==> src/rtl/raw_pixel_unpacker_pkg.sv <==
// Shared CSI-2 data-type codes and pixel group types for the raw pixel unpacker.
// Pixel n of a group occupies bits [10n+9:10n]; pixel 0 is first on the line.
package raw_pixel_unpacker_pkg;

  localparam logic [7:0] CSI2_YUV422_8    = 8'h1E;
  localparam logic [7:0] CSI2_RGB888      = 8'h24;
  localparam logic [7:0] CSI2_RAW6        = 8'h28;
  localparam logic [7:0] CSI2_RAW7        = 8'h29;
  localparam logic [7:0] CSI2_RAW8        = 8'h2A;
  localparam logic [7:0] CSI2_RAW10       = 8'h2B;
  localparam logic [7:0] CSI2_RAW12       = 8'h2C;
  localparam logic [7:0] CSI2_RAW14       = 8'h2D;
  localparam logic [7:0] CSI2_SHORT_MIN   = 8'h00;
  localparam logic [7:0] CSI2_SHORT_MAX   = 8'h0F;

  typedef logic [3:0][9:0] pixel_group_t;

  // RAW8 pixels are widened to 10 bits by appending two zero LSBs.
  function automatic pixel_group_t raw8_group(input logic [31:0] word);
    pixel_group_t grp;
    grp = '0;
    for (int n = 0; n < 4; n++) begin
      grp[n] = {word[8*n +: 8], 2'b00};
    end
    return grp;
  endfunction

endpackage

==> src/rtl/raw_pixel_unpacker_if.sv <==
// Word-stream input and pixel-group output bundle of the raw pixel unpacker.
// The master side is the packet receiver / pixel pipeline; the slave side is the unpacker.
interface raw_pixel_unpacker_if;

  logic        packet_start;
  logic [31:0] image_data;
  logic        image_data_enable;
  logic [7:0]  image_data_type;
  logic [15:0] word_count;
  logic [39:0] pixel_data;
  logic        pixel_valid;
  logic        line_end;
  logic        alignment_error;

  modport master (
    output packet_start, image_data, image_data_enable, image_data_type, word_count,
    input  pixel_data, pixel_valid, line_end, alignment_error
  );

  modport slave (
    input  packet_start, image_data, image_data_enable, image_data_type, word_count,
    output pixel_data, pixel_valid, line_end, alignment_error
  );

endinterface

==> src/rtl/raw_pixel_unpacker_raw10_group_decode.sv <==
// Combinational RAW10 decode: five packed bytes (B0 in bits [7:0]) to four 10-bit pixels.
// B0..B3 carry the pixel MSBs; B4 carries the two LSBs of each pixel.
module raw10_group_decode
  import raw_pixel_unpacker_pkg::*;
(
  input  logic [39:0]  bytes_i,
  output pixel_group_t group_o
);

  always_comb begin
    group_o = '0;
    for (int n = 0; n < 4; n++) begin
      group_o[n] = {bytes_i[8*n +: 8], bytes_i[32 + 2*n +: 2]};
    end
  end

endmodule

==> src/rtl/raw_pixel_unpacker.sv <==
// Unpacks the 32-bit CSI-2 payload word stream into 4-pixel groups (RAW8/RAW10),
// carrying RAW10 bytes across word boundaries in an 8-byte buffer.
module raw_pixel_unpacker
  import raw_pixel_unpacker_pkg::*;
#(
  parameter logic [7:0] RAW8_TYPE  = CSI2_RAW8,
  parameter logic [7:0] RAW10_TYPE = CSI2_RAW10
) (
  input  logic                 clock,
  input  logic                 reset_n,
  raw_pixel_unpacker_if.slave  bus
);

  logic [63:0]  buf_q, buf_d;
  logic [3:0]   fill_q, fill_d;
  logic [16:0]  byte_cnt_q, byte_cnt_d;
  logic [7:0]   type_q, type_d;
  logic         type_vld_q, type_vld_d;
  logic         err_latch_q, err_latch_d;
  pixel_group_t pixel_data_q, pixel_data_d;
  logic         pixel_valid_q, pixel_valid_d;
  logic         line_end_q, line_end_d;
  logic         align_err_q, align_err_d;

  logic [7:0]   cur_type_s;
  logic [63:0]  appended_s;
  logic [3:0]   fill_sum_s;
  logic [3:0]   fill_rem_s;
  logic [16:0]  byte_cnt_sum_s;
  logic [16:0]  consumed_s;
  pixel_group_t raw10_group_s;

  // The first enable of a packet sees the live type; later enables use the latched one.
  assign cur_type_s     = type_vld_q ? type_q : bus.image_data_type;
  assign appended_s     = buf_q | ({32'h0000_0000, bus.image_data} << {fill_q, 3'b000});
  assign fill_sum_s     = fill_q + 4'd4;
  assign fill_rem_s     = fill_sum_s - 4'd5;
  assign byte_cnt_sum_s = byte_cnt_q + 17'd4;
  assign consumed_s     = byte_cnt_sum_s - {13'd0, fill_rem_s};

  raw10_group_decode u_raw10_decode (
    .bytes_i (appended_s[39:0]),
    .group_o (raw10_group_s)
  );

  // Next-state and output-register logic.
  always_comb begin
    buf_d         = buf_q;
    fill_d        = fill_q;
    byte_cnt_d    = byte_cnt_q;
    type_d        = type_q;
    type_vld_d    = type_vld_q;
    err_latch_d   = err_latch_q;
    pixel_data_d  = pixel_data_q;
    pixel_valid_d = 1'b0;
    line_end_d    = 1'b0;
    align_err_d   = 1'b0;

    if (bus.packet_start) begin
      if (type_vld_q && (type_q == RAW10_TYPE) && (fill_q != 4'd0) && (fill_q <= 4'd4)) begin
        align_err_d = 1'b1;
      end else begin
        align_err_d = 1'b0;
      end
      buf_d       = 64'd0;
      fill_d      = 4'd0;
      byte_cnt_d  = 17'd0;
      type_vld_d  = 1'b0;
      err_latch_d = 1'b0;
    end else if (bus.image_data_enable) begin
      byte_cnt_d = byte_cnt_sum_s;
      type_d     = cur_type_s;
      type_vld_d = 1'b1;
      if (cur_type_s == RAW10_TYPE) begin
        if (fill_sum_s >= 4'd5) begin
          pixel_data_d  = raw10_group_s;
          pixel_valid_d = 1'b1;
          line_end_d    = (consumed_s >= {1'b0, bus.word_count});
          buf_d         = appended_s >> 7'd40;
          fill_d        = fill_rem_s;
        end else begin
          buf_d  = appended_s;
          fill_d = fill_sum_s;
        end
      end else if (cur_type_s == RAW8_TYPE) begin
        pixel_data_d  = raw8_group(bus.image_data);
        pixel_valid_d = 1'b1;
        line_end_d    = (byte_cnt_sum_s >= {1'b0, bus.word_count});
      end else begin
        // Unsupported type: bytes are dropped, only the first enable is reported.
        if (!err_latch_q) begin
          align_err_d = 1'b1;
          err_latch_d = 1'b1;
        end else begin
          align_err_d = 1'b0;
        end
      end
    end else begin
      pixel_valid_d = 1'b0;
    end
  end

  // State and output registers.
  always_ff @(posedge clock or negedge reset_n) begin
    if (!reset_n) begin
      buf_q         <= 64'd0;
      fill_q        <= 4'd0;
      byte_cnt_q    <= 17'd0;
      type_q        <= 8'd0;
      type_vld_q    <= 1'b0;
      err_latch_q   <= 1'b0;
      pixel_data_q  <= '0;
      pixel_valid_q <= 1'b0;
      line_end_q    <= 1'b0;
      align_err_q   <= 1'b0;
    end else begin
      buf_q         <= buf_d;
      fill_q        <= fill_d;
      byte_cnt_q    <= byte_cnt_d;
      type_q        <= type_d;
      type_vld_q    <= type_vld_d;
      err_latch_q   <= err_latch_d;
      pixel_data_q  <= pixel_data_d;
      pixel_valid_q <= pixel_valid_d;
      line_end_q    <= line_end_d;
      align_err_q   <= align_err_d;
    end
  end

  assign bus.pixel_data      = pixel_data_q;
  assign bus.pixel_valid     = pixel_valid_q;
  assign bus.line_end        = line_end_q;
  assign bus.alignment_error = align_err_q;

endmodule

==> src/flat_wrapper.sv <==
// flat-port wrapper written by rule: the top's interface ports become plain ports
module raw_pixel_unpacker_flat import raw_pixel_unpacker_pkg::*;
#(
  parameter logic [7:0] RAW8_TYPE  = CSI2_RAW8,
  parameter logic [7:0] RAW10_TYPE = CSI2_RAW10
)
  (clock, reset_n, bus_packet_start, bus_image_data, bus_image_data_enable, bus_image_data_type, bus_word_count, bus_pixel_data, bus_pixel_valid, bus_line_end, bus_alignment_error);
  raw_pixel_unpacker_if bus_i ();
  input  logic clock;
  input  logic reset_n;
  input wire logic [$bits(bus_i.packet_start)-1:0] bus_packet_start;
  input wire logic [$bits(bus_i.image_data)-1:0] bus_image_data;
  input wire logic [$bits(bus_i.image_data_enable)-1:0] bus_image_data_enable;
  input wire logic [$bits(bus_i.image_data_type)-1:0] bus_image_data_type;
  input wire logic [$bits(bus_i.word_count)-1:0] bus_word_count;
  output wire logic [$bits(bus_i.pixel_data)-1:0] bus_pixel_data;
  output wire logic [$bits(bus_i.pixel_valid)-1:0] bus_pixel_valid;
  output wire logic [$bits(bus_i.line_end)-1:0] bus_line_end;
  output wire logic [$bits(bus_i.alignment_error)-1:0] bus_alignment_error;
  assign bus_i.packet_start = bus_packet_start;
  assign bus_i.image_data = bus_image_data;
  assign bus_i.image_data_enable = bus_image_data_enable;
  assign bus_i.image_data_type = bus_image_data_type;
  assign bus_i.word_count = bus_word_count;
  assign bus_pixel_data = bus_i.pixel_data;
  assign bus_pixel_valid = bus_i.pixel_valid;
  assign bus_line_end = bus_i.line_end;
  assign bus_alignment_error = bus_i.alignment_error;
  raw_pixel_unpacker #(.RAW8_TYPE(RAW8_TYPE), .RAW10_TYPE(RAW10_TYPE)) u_core (.clock(clock), .reset_n(reset_n), .bus(bus_i));
endmodule
==> config.mk <==
export PLATFORM = sky130hd
export DESIGN_NAME = raw_pixel_unpacker_flat
export DESIGN_NICKNAME = d
export VERILOG_FILES = /design/src/rtl/raw_pixel_unpacker_pkg.sv /design/src/rtl/raw_pixel_unpacker_if.sv /design/src/rtl/raw_pixel_unpacker_raw10_group_decode.sv /design/src/rtl/raw_pixel_unpacker.sv /design/src/flat_wrapper.sv
export SDC_FILE = /design/constraint.sdc
export NUM_CORES = 1
export LEC_CHECK = 0
export CAP_MARGIN = 20
export CORE_MARGIN = 2
export CORE_UTILIZATION = 57
export CTS_CLUSTER_SIZE = 30
export DETAILED_ROUTE_END_ITERATION = 16
export GPL_TIMING_DRIVEN = 0
export PLACE_DENSITY = 0.9
export RECOVER_POWER = 100
export SYNTH_ARGS = -nofsm -noshare
export SYNTH_HDL_FRONTEND = slang
export SYNTH_SLANG_ARGS = --single-unit
==> constraint.sdc <==
create_clock -name clock -period 4.8 [get_ports clock]
set_input_delay 1.2 -clock clock [delete_from_list [all_inputs] [get_ports clock]]
set_output_delay 1.2 -clock clock [all_outputs]
set_load 0.02 [all_outputs]
==> flow_metrics.tcl <==
set metrics [dict create \
    antenna_found_initial 0 \
    grt_usage_pct 34.88 \
    finalSetupViolCount 0 \
    synthDistinctLibCells 59 \
    synth_top_family_by_area "compound AO/OA/AOI/OAI gates" \
    cts_tree "done" \
    grt_use_met1_pct 48.48 \
    synth_top_area_cell "dfrtp_1" \
    cts-root-buf "clkbuf_16" \
    cellPowerDensity_nw_per_um2 284.7 \
    synth_edf_count 0 \
    num-nets-final 1150 \
    met2_usage_pct 51.47 \
    crit_slowest_cell "or4_1" \
    outcome "finished with violations" \
    dieWidth_um 124.2 \
    ios 103 \
    holdWs_ns 0.4868 \
    relSlewSlack_pct -108.0 \
    antennaDiodeCount 0 \
    dp.cells 1212 \
    synth.cell_area_um2 8233 \
    synth_xor_area_share_pct 4.894 \
    sw_frac_of_total_pct 28.30 \
    synth_compound_area_share_pct 21.40 \
    crit_path_max_fanout 8 \
    io_buffers 102 \
    drv_slew 56 \
    core_region_area_um2 13990 \
    drtIter0Drc 1214 \
    worstHoldStart "u_core.bus.pixel_data[37]$_DFFE_PN0P_" \
    synthSimpleGateAreaFrac_pct 15.96 \
    use_met3_pct 9.615 \
    synth_fa_ha_area_share_pct 6.079 \
    fin_setup_tns_ns 0 \
    clk_pin_slew_worst_paths_ns 0.07 \
    hold_path_depth 2 \
    hold_buffers 0 \
    numCtsBuffers 17 \
    final_core_util_pct 72.29 \
    yosys_warnings 0 \
    cpPeakStageDelay_ns 0.57 \
    hpwlAfterDp_um 19650 \
    finalHoldViolations 0 \
    violations "capacitance limit, slew limit" \
    ys_seq_elements 136 \
    area_growth_syn_to_layout_pct 22.83 \
    rr_worst_depth 16 \
    fin_skew_ns 0.01415 \
    combinationalPowerShare_pct 12.1 \
    syn_nets 1028 \
    synthMuxAreaShare_pct 5.471 \
    grt_setup_unrepaired "false" \
    crit_arrival_ns 4.85 \
    ff_latch_area_um2 3406 \
    hp-class "flop to flop" \
    cts_num_sinks 136 \
    die_area_um2 15420 \
    drive_gt1_share_pct 6.679 \
    max_slew.worst_pin.slew_ns 3.120 \
    seqPwrFrac_pct 41.7 \
    p_sw_mw 0.8149 \
    leakagePower_nw 4.645 \
    grt_max_degree 82 \
    max_freq_mhz 219.4 \
    firstDrtPassIters 6 \
    layout_common_cells "nand2_1, dfrtp_1, o21ai_0, a21oi_1, nor2_1" \
    finalWeightedCongestion 1.048 \
    seq_area_frac_synth_pct 41.34 \
    die_h_um 124.2 \
    cp-startpoint "u_core.fill_q[2]$_DFFE_PN0P_" \
    period_needed_ns 4.559 \
    top_usage_layer "met2" \
    fin_cells 1243 \
    via_per_inst 6.485 \
    crit_type "flop to flop" \
    vias 8061 \
    syn_avg_cell_area_um2 8.872 \
    r2r_start "u_core.fill_q[2]$_DFFE_PN0P_" \
    crit_chain "clkbuf_2 -> clkinvlp_4 -> ha_1 -> xnor2_2 -> ha_1 -> nor2b_1 -> nor3_2 -> nand2_1 -> or4_1 -> xnor2_1 -> ha_1 -> and3_1 -> a221oi_1 -> o21ai_0 -> a211oi_1 -> o32ai_1" \
    drcViolationCount 0 \
    yosysTopAreaCellShare_pct 41.34 \
    internal-power_mw 2.065 \
    drv_cap 1 \
    syn_inst 928 \
    fillerInstances 988 \
    grt_pass1_wl_um 40300 \
    crit_top_cell "ha_1" \
    htree_levels 4 \
    multi_input_area_um2 4429 \
    clkPwrFrac_pct 46.2 \
    ys.flop_type "dfrtp_1" \
    start_kind "flop" \
    worstPathRequired_ns 5.09 \
    detail-route-antenna-nets 0 \
    wl_um 26650 \
    final_common_cell "nand2_1" \
    synth_area_leaders "dfrtp_1, nand2_1, ha_1" \
    worst_slack_ns 0.2412 \
    clk_latency_ns 0.43 \
    rrSetupSlack_ns 0.24 \
    cts_max_path_buffers 2 \
    initial_core_util_pct 58.86 \
    pre_cts_ws_ns -0.2698 \
    grt_pass1_vias 7539 \
    fp-row-count 43 \
    grt-ovfl-total 0 \
    period_share_pct 94.97 \
    end_kind "flop" \
    ir_drop_v 0.0002120 \
    routedWlPerCell_um 21.44 \
    synth-async-reset-ratio_pct 100.0 \
]
[layout make-up]
cell class | instances | area share [%]
flip-flops and latches | 136 | 33.68
well taps | 180 | 2.227
clock buffers | 17 | 4.207
inverters | 33 | 1.287
clock inverters | 15 | 1.683
multi-input cells | 697 | 43.80
plain buffers | 58 | 2.537
repair buffers | 107 | 10.58
[registers in the layout, indices dropped and copies added, names as in the netlist]
register	cells
u_core.type_vld_q	1
u_core.err_latch_q	1
u_core.bus.pixel_data	40
u_core.bus.line_end	1
u_core.fill_q	4
u_core.byte_cnt_q	15
u_core.bus.alignment_error	1
u_core.type_q	8
u_core.buf_q	64
u_core.bus.pixel_valid	1
[power by group through the flow]
stage / clock network [mW] / registers (mW) / logic [mW]
after floorplan: 0 / 1.23 / 0.149
after CTS: 1.33 / 1.20 / 0.347
after global placement: 0 / 1.22 / 0.330
after global routing: 1.38 / 1.20 / 0.377
after detailed placement: 0 / 1.22 / 0.344
final: 1.33 / 1.20 / 0.349
[per-layer routing]
metal / routed length, um / vias to the layer above / part of all wire [%]
met5: 0 / - / 0
li1: - / 3557 / -
met1: 10670 / 3816 / 40
met3: 3361 / 92 / 13
met2: 11580 / 596 / 43
met4: 1042 / 0 / 3.9
[path summary, 6_finish.rpt]
path,to
worst max-delay path,u_core.bus.line_end$_DFF_PN0_
worst min-delay path,u_core.bus.pixel_data[37]$_DFFE_PN0P_
worst max register to register,u_core.bus.line_end$_DFF_PN0_
worst min register to register,u_core.bus.pixel_data[37]$_DFFE_PN0P_
max in group asynchronous,u_core.buf_q[59]$_DFFE_PN0P_
min in group asynchronous,u_core.type_q[0]$_DFFE_PN0P_
[synth_stat cells, types with 5 or more instances]
cell	n
a21o_1	10
nor3b_1	5
xnor2_1	26
a221o_1	12
a22o_1	31
buf_1	6
clkbuf_1	37
a21oi_1	68
a22oi_1	8
mux2i_1	36
buf_2	14
o22ai_1	9
nand3_1	21
a32o_1	9
nand2b_1	6
mux2_2	8
o21ai_0	93
nor3_1	15
nand4_1	8
xor2_1	20
inv_1	30
o21ai_1	14
nand2_1	136
dfrtp_1	136
nor2_1	61
ha_1	40
[metrics by stage]
stage / power, mW / instance area [um^2]
after global placement: 1.550 / 9479
after global routing: 2.961 / 10110
after CTS: 2.878 / 10110
final: 2.879 / 10110
after detailed placement: 1.566 / 9513
after floorplan: 1.383 / 8233
[critical path, delay by kind of cell, from the launching register on]
family	cells	cell delay (ns)
XOR/XNOR	2	0.43
adder cells (fa/ha/maj)	3	0.98
flip-flops	1	0.37
AND/OR/NAND/NOR	5	1.31
AO/OA/AOI/OAI	4	0.87
buffers and inverters	2	0.47
[cell families after synthesis]
logic type	Yosys count
buffers and inverters	95
muxes	44
and+or+nand+nor	287
xor gates and xnor gates	46
DFF	136
adders and majority gates	40
AOI/OAI and AO/OA	280
[what timing repair did]
| item | CTS | global route |
|---|---|---|
| buffers inserted | 0 | 3 |
| pin swaps | 0 | 0 |
| setup endpoints to repair | 1 | 1 |
| gates resized for setup | 4 | 8 |
| gates cloned | 0 | 0 |
| hold endpoints to repair | 0 | 0 |
(Power assumes the default switching activity.)
